$ cat config.mk
export PLATFORM = sky130hd
export DESIGN_NAME = line_fill_memory
export DESIGN_NICKNAME = d
export VERILOG_FILES = /design/src/rtl/line_fill_memory.sv
export SDC_FILE = /design/constraint.sdc
export NUM_CORES = 1
export LEC_CHECK = 0
export ABC_AREA = 1
export CAP_MARGIN = 20
export CORE_MARGIN = 4
export CORE_UTILIZATION = 48
export CTS_CLUSTER_SIZE = 14
export DETAILED_ROUTE_END_ITERATION = 10
export GPL_TIMING_DRIVEN = 0
export PLACE_DENSITY = 0.82
export SLEW_MARGIN = 20
export SYNTH_ARGS = -nofsm -noshare
export SYNTH_HDL_FRONTEND = slang
export SYNTH_SLANG_ARGS = --single-unit
export TNS_END_PERCENT = 1
$ cat constraint.sdc
create_clock -name clk -period 2.4 [get_ports clk]
set_input_delay 0.48 -clock clk [delete_from_list [all_inputs] [get_ports clk]]
set_output_delay 0.48 -clock clk [all_outputs]
set_load 0.02 [all_outputs]
$ cat src/rtl/line_fill_memory.sv
// Read-only line-fill memory: accepts one line request, waits LATENCY edges, then streams LINE_WORDS beats.
// Define MEM_CRITICAL_WORD_FIRST_EN to start each burst at the requested word instead of offset 0.
module line_fill_memory #(
  parameter int ADDR_WIDTH = 13,
  parameter int DATA_WIDTH = 32,
  parameter int LINE_WORDS = 4,
  parameter int LATENCY    = 8,
  parameter     INIT_FILE  = ""
) (
  input  logic                          clk,
  input  logic                          reset,
  input  logic                          mem_req,
  input  logic [ADDR_WIDTH-1:0]         mem_addr,
  output logic                          mem_ack,
  output logic                          mem_busy,
  output logic                          mem_data_valid,
  output logic [DATA_WIDTH-1:0]         mem_data,
  output logic [$clog2(LINE_WORDS)-1:0] mem_word_idx,
  output logic                          mem_last
);

  localparam int OW = $clog2(LINE_WORDS);
  localparam int TW = ADDR_WIDTH - OW;
  localparam int CW = $clog2(LATENCY + 1);

`ifdef MEM_CRITICAL_WORD_FIRST_EN
  localparam logic CWF = 1'b1;
`else
  localparam logic CWF = 1'b0;
`endif

  typedef enum logic [1:0] {IDLE, WAIT, BURST} state_t;

  state_t                state_q, state_d;
  logic [CW-1:0]         cnt_q, cnt_d;
  logic [TW-1:0]         tag_q, tag_d;
  logic [OW-1:0]         off_q, off_d;
  logic [OW-1:0]         beat_q, beat_d;
  logic                  ack_q, ack_d;
  logic                  busy_q, busy_d;
  logic                  valid_q, valid_d;
  logic                  last_q, last_d;
  logic [DATA_WIDTH-1:0] data_q, data_d;
  logic [OW-1:0]         idx_q, idx_d;

  logic [ADDR_WIDTH-1:0] rd_addr;
  logic [DATA_WIDTH-1:0] rd_word;

  // Offset arithmetic is OW bits wide, so it wraps inside the line and never touches the tag.
  assign rd_addr = {tag_q, off_q};
  assign rd_word = DATA_WIDTH'(32'hA500_0000) | DATA_WIDTH'(rd_addr);

  always_comb begin
    state_d = state_q;
    cnt_d   = cnt_q;
    tag_d   = tag_q;
    off_d   = off_q;
    beat_d  = beat_q;
    ack_d   = 1'b0;
    busy_d  = busy_q;
    valid_d = valid_q;
    last_d  = last_q;
    data_d  = data_q;
    idx_d   = idx_q;
    case (state_q)
      IDLE: begin
        if (mem_req) begin
          ack_d   = 1'b1;
          busy_d  = 1'b1;
          tag_d   = mem_addr[ADDR_WIDTH-1:OW];
          off_d   = mem_addr[OW-1:0] & {OW{CWF}};
          beat_d  = '0;
          cnt_d   = CW'(LATENCY - 1);
          state_d = (LATENCY == 1) ? BURST : WAIT;
        end
      end
      // Leaving WAIT one edge early lets BURST emit the first beat exactly LATENCY edges after acceptance.
      WAIT: begin
        if (cnt_q == CW'(1)) state_d = BURST;
        else                 cnt_d   = cnt_q - CW'(1);
      end
      BURST: begin
        if (last_q) begin
          valid_d = 1'b0;
          last_d  = 1'b0;
          busy_d  = 1'b0;
          state_d = IDLE;
        end else begin
          valid_d = 1'b1;
          data_d  = rd_word;
          idx_d   = off_q;
          last_d  = (beat_q == OW'(LINE_WORDS - 1));
          off_d   = off_q + OW'(1);
          beat_d  = beat_q + OW'(1);
        end
      end
      default: state_d = IDLE;
    endcase
  end

  always_ff @(posedge clk or posedge reset) begin
    if (reset) begin
      state_q <= IDLE;
      cnt_q   <= '0;
      tag_q   <= '0;
      off_q   <= '0;
      beat_q  <= '0;
      ack_q   <= 1'b0;
      busy_q  <= 1'b0;
      valid_q <= 1'b0;
      last_q  <= 1'b0;
      data_q  <= '0;
      idx_q   <= '0;
    end else begin
      state_q <= state_d;
      cnt_q   <= cnt_d;
      tag_q   <= tag_d;
      off_q   <= off_d;
      beat_q  <= beat_d;
      ack_q   <= ack_d;
      busy_q  <= busy_d;
      valid_q <= valid_d;
      last_q  <= last_d;
      data_q  <= data_d;
      idx_q   <= idx_d;
    end
  end

  assign mem_ack        = ack_q;
  assign mem_busy       = busy_q;
  assign mem_data_valid = valid_q;
  assign mem_data       = data_q;
  assign mem_word_idx   = idx_q;
  assign mem_last       = last_q;

endmodule

## Word-level counts from Yosys, hierarchy flattened

Cells that the tools add are included.

- Shift operators: 0
- Multiplexer cells: 19
- Bitwise operators: 1
- Equal/unequal tests: 9
- Div/mod/pow operators: 0
- Multipliers: 0
- Reduce and logical (&&, ||, !) cells: 9
- $lt $le $gt $ge: 0
- Add/sub/neg operators: 3

Operators with widths:

| cell | count |
|---|---|
| 2-bit 2-to-1 mux | 6 |
| 3-bit AND reduction | 4 |
| 2-bit != test (second input constant) | 5 |
| 4-bit 2-to-1 mux | 2 |
| 2-bit case mux with 2 select lines | 2 |
| 4-bit case mux with 2 select lines | 1 |
| 1-bit 2-to-1 mux | 6 |
| 2-bit case mux with 3 select lines | 1 |
| 2-bit by 1-bit adder with 2-bit output (second input constant) | 2 |
| 2-bit == test (second input constant) | 2 |
| 4-bit by 1-bit == test with 1-bit output (second input constant) | 1 |
| 2-bit AND reduction | 2 |
| 2-bit nonzero test | 2 |
| 4-bit by 1-bit subtractor with 4-bit output (second input constant) | 1 |
| 2-bit by 1-bit == test with 1-bit output (second input constant) | 1 |
| 2-bit logical NOT | 1 |
| 1-bit case mux with 2 select lines | 1 |
| 1-bit inverter | 1 |

- Bits in latches: 0
- Output and inout port bits: 38
- Memory bits (read-only): 0
- Input bits: 16
- Memory bits (writable): 0
- Logic and storage cells: 52
- Bits in registers: 41
- Memories kept: 0

## Longest topological paths before layout

Gate-level depths: netlist of run 1.

- Word-level depth: 3
- Depth in mapped cells: 7
- Gate-level depth less buffers: 7

## Least setup slack after synthesis of run 1

OpenSTA, ideal clock, no wires.

- Path type: flip-flop to output port
- Start point: register, netlist name mem_data[24]
- End point: output mem_data[26]
- Arrival time: 0.657 ns
- Required time: 1.920 ns
- Slack: 1.263 ns
- Path buffers: 1
- Stages on the path, launching flop included: 2
- Cell sequence: dfrtp_1 > buf_4

RTL lines:

| what | RTL line | RTL |
|---|---|---|
| to (decl) | 17 | `output logic [DATA_WIDTH-1:0] mem_data,` |

==> results of run 1 <==
==> cell families after synthesis <==
group,after synthesis,synth area share
flip-flops,39,0.560
other,1,0.00215
XOR/XNOR,1,0.00502
adder cells (fa/ha/maj),3,0.0215
AND/OR/NAND/NOR,79,0.193
AO/OA/AOI/OAI,22,0.0689
buffers and inverters,44,0.150
==> worst max path at each step <==
stage	start	end	slack, ns	cells after the start
floorplan	reset	beat_q[0]$_DFFE_PP0P_	1.03	1
global placement	reset	cnt_q[2]$_DFFE_PP0P_	0.24	2
detailed placement	mem_req	tag_q[3]$_DFFE_PP0P_	0.75	5
CTS	mem_data[24]$_DFFE_PP0P_	mem_data[29]	0.42	2
global route	mem_data[24]$_DFFE_PP0P_	mem_data[31]	0.34	2
finish	mem_data[24]$_DFFE_PP0P_	mem_data[29]	0.44	2
==> critical path, delay by kind of cell (launching register included) <==
kind	cells	cell delay (ns)
buffers and inverters	2	0.72
DFF	1	0.43
==> metrics by stage <==
step	area [sq um]	setup slack [ns]	hold slack, ns	std cells
2_1_floorplan	1800	1.03	0.442	203
6_report	2310	0.437	0.315	293
3_5_place_dp	2230	0.745	0.462	286
3_3_place_gp	2210	0.243	0.448	285
5_1_grt	2310	0.342	0.301	293
4_1_cts	2310	0.423	0.302	293
==> final cells by class <==
cell class	count	area, sq um
inverters	19	71.3
multi-input cells	120	559
clock inverters	2	37.5
clock buffers	5	37.5
well taps	46	57.6
repair buffers	37	380
plain buffers	25	190
fillers	248	1110
flip-flops and latches	39	976
==> synth_stat cells <==
cell                      instances  area share
sky130_fd_sc_hd__inv_1           17       0.037
sky130_fd_sc_hd__nor2_4           1      0.0065
sky130_fd_sc_hd__buf_6            2       0.013
sky130_fd_sc_hd__ha_1             3       0.022
sky130_fd_sc_hd__dfrtp_1         39        0.56
sky130_fd_sc_hd__buf_2            2      0.0057
sky130_fd_sc_hd__nand3_1          9       0.026
sky130_fd_sc_hd__inv_2            2      0.0043
sky130_fd_sc_hd__nand4_1          1      0.0036
sky130_fd_sc_hd__or2_2            1      0.0036
sky130_fd_sc_hd__nor2_1           5       0.011
sky130_fd_sc_hd__buf_4           21       0.090
sky130_fd_sc_hd__conb_1           1      0.0022
sky130_fd_sc_hd__o31ai_1          1      0.0043
sky130_fd_sc_hd__nand2_2          3       0.011
sky130_fd_sc_hd__nand2_1         57        0.12
sky130_fd_sc_hd__o21ai_0         19       0.055
sky130_fd_sc_hd__nand3_2          1      0.0057
sky130_fd_sc_hd__o21ai_2          2       0.010
sky130_fd_sc_hd__xor2_1           1      0.0050
sky130_fd_sc_hd__nor2_2           1      0.0036
==> flip-flops by register name (all words and copies together) (netlist names), 2 cells and up <==
name / cells
beat_q: 2
state_q: 2
mem_data: 13
off_q: 2
cnt_q: 4
tag_q: 11
==> power groups by stage <==
stage / Sequential (uW) / Combinational, uW / Clock [uW]
4_1_cts: 1050 / 1030 / 434
6_report: 1050 / 1020 / 426
3_5_place_dp: 1060 / 1020 / 0
3_3_place_gp: 1050 / 990 / 0
2_1_floorplan: 1170 / 514 / 0
5_1_grt: 1070 / 1130 / 469
==> layer usage <==
| layer | vias to the layer above | share of wire | global-route usage |
|---|---|---|---|
| li1 | 665 | - | - |
| met1 | 575 | 0.42 | 0.184 |
| met2 | 45 | 0.49 | 0.252 |
| met3 | 5 | 0.065 | 0.0476 |
| met4 | 0 | 0.019 | 0.0695 |
| met5 | - | 0 | 0 |
==> results.yml, run 1 <==
clock_network:
  clk_transition_reported_paths_ns: 0.12
  cts_hold_repair.buffers: 0
  clkSinkCount: 39
  cts-root-buf: "sky130_fd_sc_hd__clkbuf_4"
  clk-insertion-delay-late_ns: 0.34
  ctsLongestPathBuffers: 2
  cts_resized: 0
  htree_num_levels: 2
  tritoncts.num_buffers: 5
  postCtsSetupBuffers: 0
  cts_tree: "built"
hold_path:
  holdCritPathClass: "in2async"
synth:
  synth.lib_cells_used.distinct: 21
  synthCells: 189
  synth-seq-cells: 39
  synth_area_sq_mm: 0.00174
  syn_avg_cell_area_sq_um: 9.23
  synth_warnings: 0
  ys_seq_area_frac: 0.560
power_and_ir_drop:
  clock_power_share: 0.171
  worst_ir_drop_vdd_mv: 0.620
  switching_power_uw: 933
  power_leakage_uw: 0.00119
  power_uw: 2500
  power_switching_share: 0.374
  internal-power_uw: 1560
  part_of_the_power_in_registers: 0.419
  power.density_mw_per_mm2: 1080
  combinational_power_share: 0.410
detailed_routing:
  totalWireLength_um: 3270
  via_count: 1290
  route.detailed.vias_per_inst: 4.40
  detailedRoute.firstIterationViolations: 32
  remaining_drc_errors: 0
  ant_nets: 0
  avgRoutedWirePerCell_um: 11.2
  detail_route.first_pass.iterations: 4
floorplanning:
  io_pins: 54
  die_width_um: 68.3
  core_region_area_sq_mm: 0.00342
  chipHeight_um: 68.3
  initial_cell_density_of_the_core: 0.511
  row_count: 21
  floorplan.die_area_sq_mm: 0.00466
finish:
  final_common_cell: "sky130_fd_sc_hd__nand2_1"
  layout.core_utilization: 0.676
  drive_above_1_share: 0.182
  num_antenna_cells: 0
  layout.nets: 266
  syn2layout_area_growth_pct: 32.4
  layout.cells.most_common_list: "57 x sky130_fd_sc_hd__nand2_1, 39 x sky130_fd_sc_hd__dfrtp_1, 36 x sky130_fd_sc_hd__clkdlybuf4s50_1"
critical_path:
  path_cells: "buf_4, clkdlybuf4s50_1"
  cp_data_required_time_ns: 1.92
  r2r-start: "cnt_q[1]$_DFFE_PP0P_"
  r2r_cells: 7
  worst-r2r-setup-slack_ns: 1.12
  crit_arrival_ns: 1.48
  critical_path.max_fanout: 5
  critical_path_s_largest_stage_delay_ns: 0.59
  class_of_the_most_critical_setup_path: "reg2out"
  timing.critical_path.from_type: "register"
  worstReg2RegEnd: "cnt_q[3]$_DFFE_PP0P_"
  end_kind: "output pin"
  slowest_stage: "sky130_fd_sc_hd__clkdlybuf4s50_1"
timing:
  finalHoldViolations: 0
  fmaxAchievable_mhz: 509
  totalNegativeSetupSlack_ns: 0
  finalCriticalPeriod_ns: 1.96
  report.final.slew_viol_count: 0
  rsz_0062_raised_after_global_routing: "no"
  finalSetupViolations: 0
  fin_skew_ns: 0.00750
  period_utilization_post_route: 0.818
placed_design:
  dp_hpwl_um: 2330
  finalWeightedCongestion: 0.774
  port_buffers: 36
global_route:
  grt_usage: 0.153
  number_of_antenna_violations_at_the_first_check_in_global_routing: 0
  via_count_of_the_first_global_routing_pass: 1152
  grt.overflow.total: 0
  first_pass_grt_wire_length_um: 5100
  largest_net_degree_at_the_start_of_global_routing: 37
job:
  max_cap_viol_count: 0
outcome:
  outcome: "complete, no violations"
Power figures use the tool's default switching activity.
==> inputs of run 2 (changes only) <==
--- a/config.mk
+++ b/config.mk
@@ -8,11 +8,11 @@
 export ABC_AREA = 1
 export CAP_MARGIN = 20
 export CORE_MARGIN = 4
-export CORE_UTILIZATION = 48
+export CORE_UTILIZATION = 46
 export CTS_CLUSTER_SIZE = 14
 export DETAILED_ROUTE_END_ITERATION = 10
 export GPL_TIMING_DRIVEN = 0
-export PLACE_DENSITY = 0.82
+export PLACE_DENSITY = 0.79
 export SLEW_MARGIN = 20
 export SYNTH_ARGS = -nofsm -noshare
 export SYNTH_HDL_FRONTEND = slang
==> constraint.sdc (replaced) <==
create_clock -name clk -period 1.95 [get_ports clk]
set_input_delay 0.39 -clock clk [delete_from_list [all_inputs] [get_ports clk]]
set_output_delay 0.39 -clock clk [all_outputs]
set_load 0.02 [all_outputs]
==> run 2 against run 1 <==
Effect of this change:
- core utilization is 3.9 points lower
- sequential share of layout area is 0.41 points lower
- sequential power is 23% higher
- count of clock-buffer cells in the layout is 2 higher
- combinational power is 23% higher
- critical path depth stayed put
- wire length is 1.8% lower
- non-clock buffer count stayed put
- highest routed layer unchanged
==> results.yml, run 2 (same netlist as run 1, synthesis figures left out) <==
floorplanning:
  chipHeight_um: 69.6
  die_width_um: 69.6
  core_region_area_sq_mm: 0.00366
  initial_cell_density_of_the_core: 0.476
  row_count: 22
  floorplan.die_area_sq_mm: 0.00484
  io_pins: 54
detailed_routing:
  route.detailed.vias_per_inst: 4.44
  avgRoutedWirePerCell_um: 10.9
  remaining_drc_errors: 0
  totalWireLength_um: 3220
  detail_route.first_pass.iterations: 3
  ant_nets: 0
  detailedRoute.firstIterationViolations: 46
  via_count: 1313
clock_network:
  cts_resized: 0
  cts-root-buf: "sky130_fd_sc_hd__clkbuf_8"
  ctsLongestPathBuffers: 2
  cts_tree: "built"
  postCtsSetupBuffers: 0
  htree_num_levels: 2
  clk-insertion-delay-late_ns: 0.29
  clk_transition_reported_paths_ns: 0.07
  cts_hold_repair.buffers: 0
  tritoncts.num_buffers: 5
  clkSinkCount: 39
timing:
  totalNegativeSetupSlack_ns: 0
  fin_skew_ns: 0.00692
  finalCriticalPeriod_ns: 1.79
  rsz_0062_raised_after_global_routing: "no"
  finalSetupViolations: 0
  period_utilization_post_route: 0.920
  finalHoldViolations: 0
  fmaxAchievable_mhz: 558
  report.final.slew_viol_count: 0
placed_design:
  place_inst: 288
  port_buffers: 36
  dp_hpwl_um: 2380
  finalWeightedCongestion: 0.741
critical_path:
  critical_path.max_fanout: 5
  crit_arrival_ns: 1.40
  r2r_cells: 7
  cp_data_required_time_ns: 1.56
  timing.critical_path.from_type: "register"
  end_kind: "output pin"
  worst-r2r-setup-slack_ns: 0.69
  worstReg2RegEnd: "cnt_q[1]$_DFFE_PP0P_"
  class_of_the_most_critical_setup_path: "reg2out"
  r2r-start: "cnt_q[1]$_DFFE_PP0P_"
finish:
  syn2layout_area_growth_pct: 33.7
  multi_input_area_sq_um: 559
  layout.nets: 266
  final-seq-area_sq_um: 976
  largest_reg_flops: 13
  final_common_cell: "sky130_fd_sc_hd__nand2_1"
  layout.cells.most_common_list: "57 x sky130_fd_sc_hd__nand2_1, 39 x sky130_fd_sc_hd__dfrtp_1, 36 x sky130_fd_sc_hd__clkdlybuf4s50_1"
  num-fill-cells: 312
  post_layout_nonfiller_instances: 296
  drive_above_1_share: 0.181
  num_antenna_cells: 0
power_and_ir_drop:
  internal-power_uw: 1950
  part_of_the_power_in_registers: 0.414
  power.density_mw_per_mm2: 1330
  power_leakage_uw: 0.00120
  switching_power_uw: 1160
  power_switching_share: 0.372
  combinational_power_share: 0.403
  worst_ir_drop_vdd_mv: 0.674
  clock_power_share: 0.183
job:
  max_cap_viol_count: 0
global_route:
  number_of_antenna_violations_at_the_first_check_in_global_routing: 0
  grt.overflow.total: 0
  first_pass_grt_wire_length_um: 5530
  largest_net_degree_at_the_start_of_global_routing: 32
  via_count_of_the_first_global_routing_pass: 1316
  grt_usage: 0.144
outcome:
  outcome: "complete, no violations"
hold_path:
  holdCritPathClass: "in2async"
-- run 2: power groups by stage --
stage	clock (uW)	combinational, uW	sequential (uW)
after floorplan	0	632	1440
after global placement	0	1220	1290
after detailed placement	0	1260	1300
after CTS	576	1270	1290
after global routing	607	1400	1320
final	567	1250	1290
-- run 2: worst max path at each step --
stage                                         from                     to  slack [ns]  cells past startpoint
after floorplan                              reset  beat_q[0]$_DFFE_PP0P_        0.67                      1
after global placement                       reset   cnt_q[2]$_DFFE_PP0P_       -0.12                      2
after detailed placement                   mem_req   tag_q[2]$_DFFE_PP0P_        0.39                      5
after CTS                 mem_data[24]$_DFFE_PP0P_           mem_data[26]        0.14                      2
after global routing      mem_data[24]$_DFFE_PP0P_           mem_data[31]         0.1                      2
final                     mem_data[24]$_DFFE_PP0P_           mem_data[26]        0.16                      2
-- run 2: cell type report --
class,count,share of cell area
Sequential cell,39,0.418
Multi-Input combinational cell,120,0.240
Timing Repair Buffer,37,0.163
Buffer,25,0.0815
Clock buffer,7,0.0370
Inverter,19,0.0306
Tap cell,48,0.0258
Clock inverter,1,0.00376
-- run 2: per-stage QoR --
step / power (uW) / hold WS [ns] / utilization / instance area [sq um] / worst slack (ns)
CTS: 3140 / 0.322 / 0.637 / 2330 / 0.140
floorplan: 2070 / 0.442 / - / 1800 / 0.671
detailed placement: 2560 / 0.457 / 0.611 / 2240 / 0.393
global placement: 2510 / 0.449 / 0.606 / 2220 / -0.124
global route: 3330 / 0.343 / 0.637 / 2330 / 0.0957
finish: 3110 / 0.321 / 0.637 / 2330 / 0.157
-- run 2: critical path, stage by stage (launching register included) --
cell                              delay, ns
sky130_fd_sc_hd__dfrtp_1               0.40
sky130_fd_sc_hd__buf_4                 0.12
sky130_fd_sc_hd__clkdlybuf4s50_1       0.59
-- run 2: metal layers --
layer / up-vias / share of wire / wire length (um) / GRT usage
li1: 665 / - / - / -
met1: 607 / 0.41 / 1330 / 0.154
met2: 36 / 0.50 / 1600 / 0.256
met3: 5 / 0.068 / 219 / 0.0435
met4: 0 / 0.021 / 68 / 0.0672
met5: - / 0 / 0 / 0
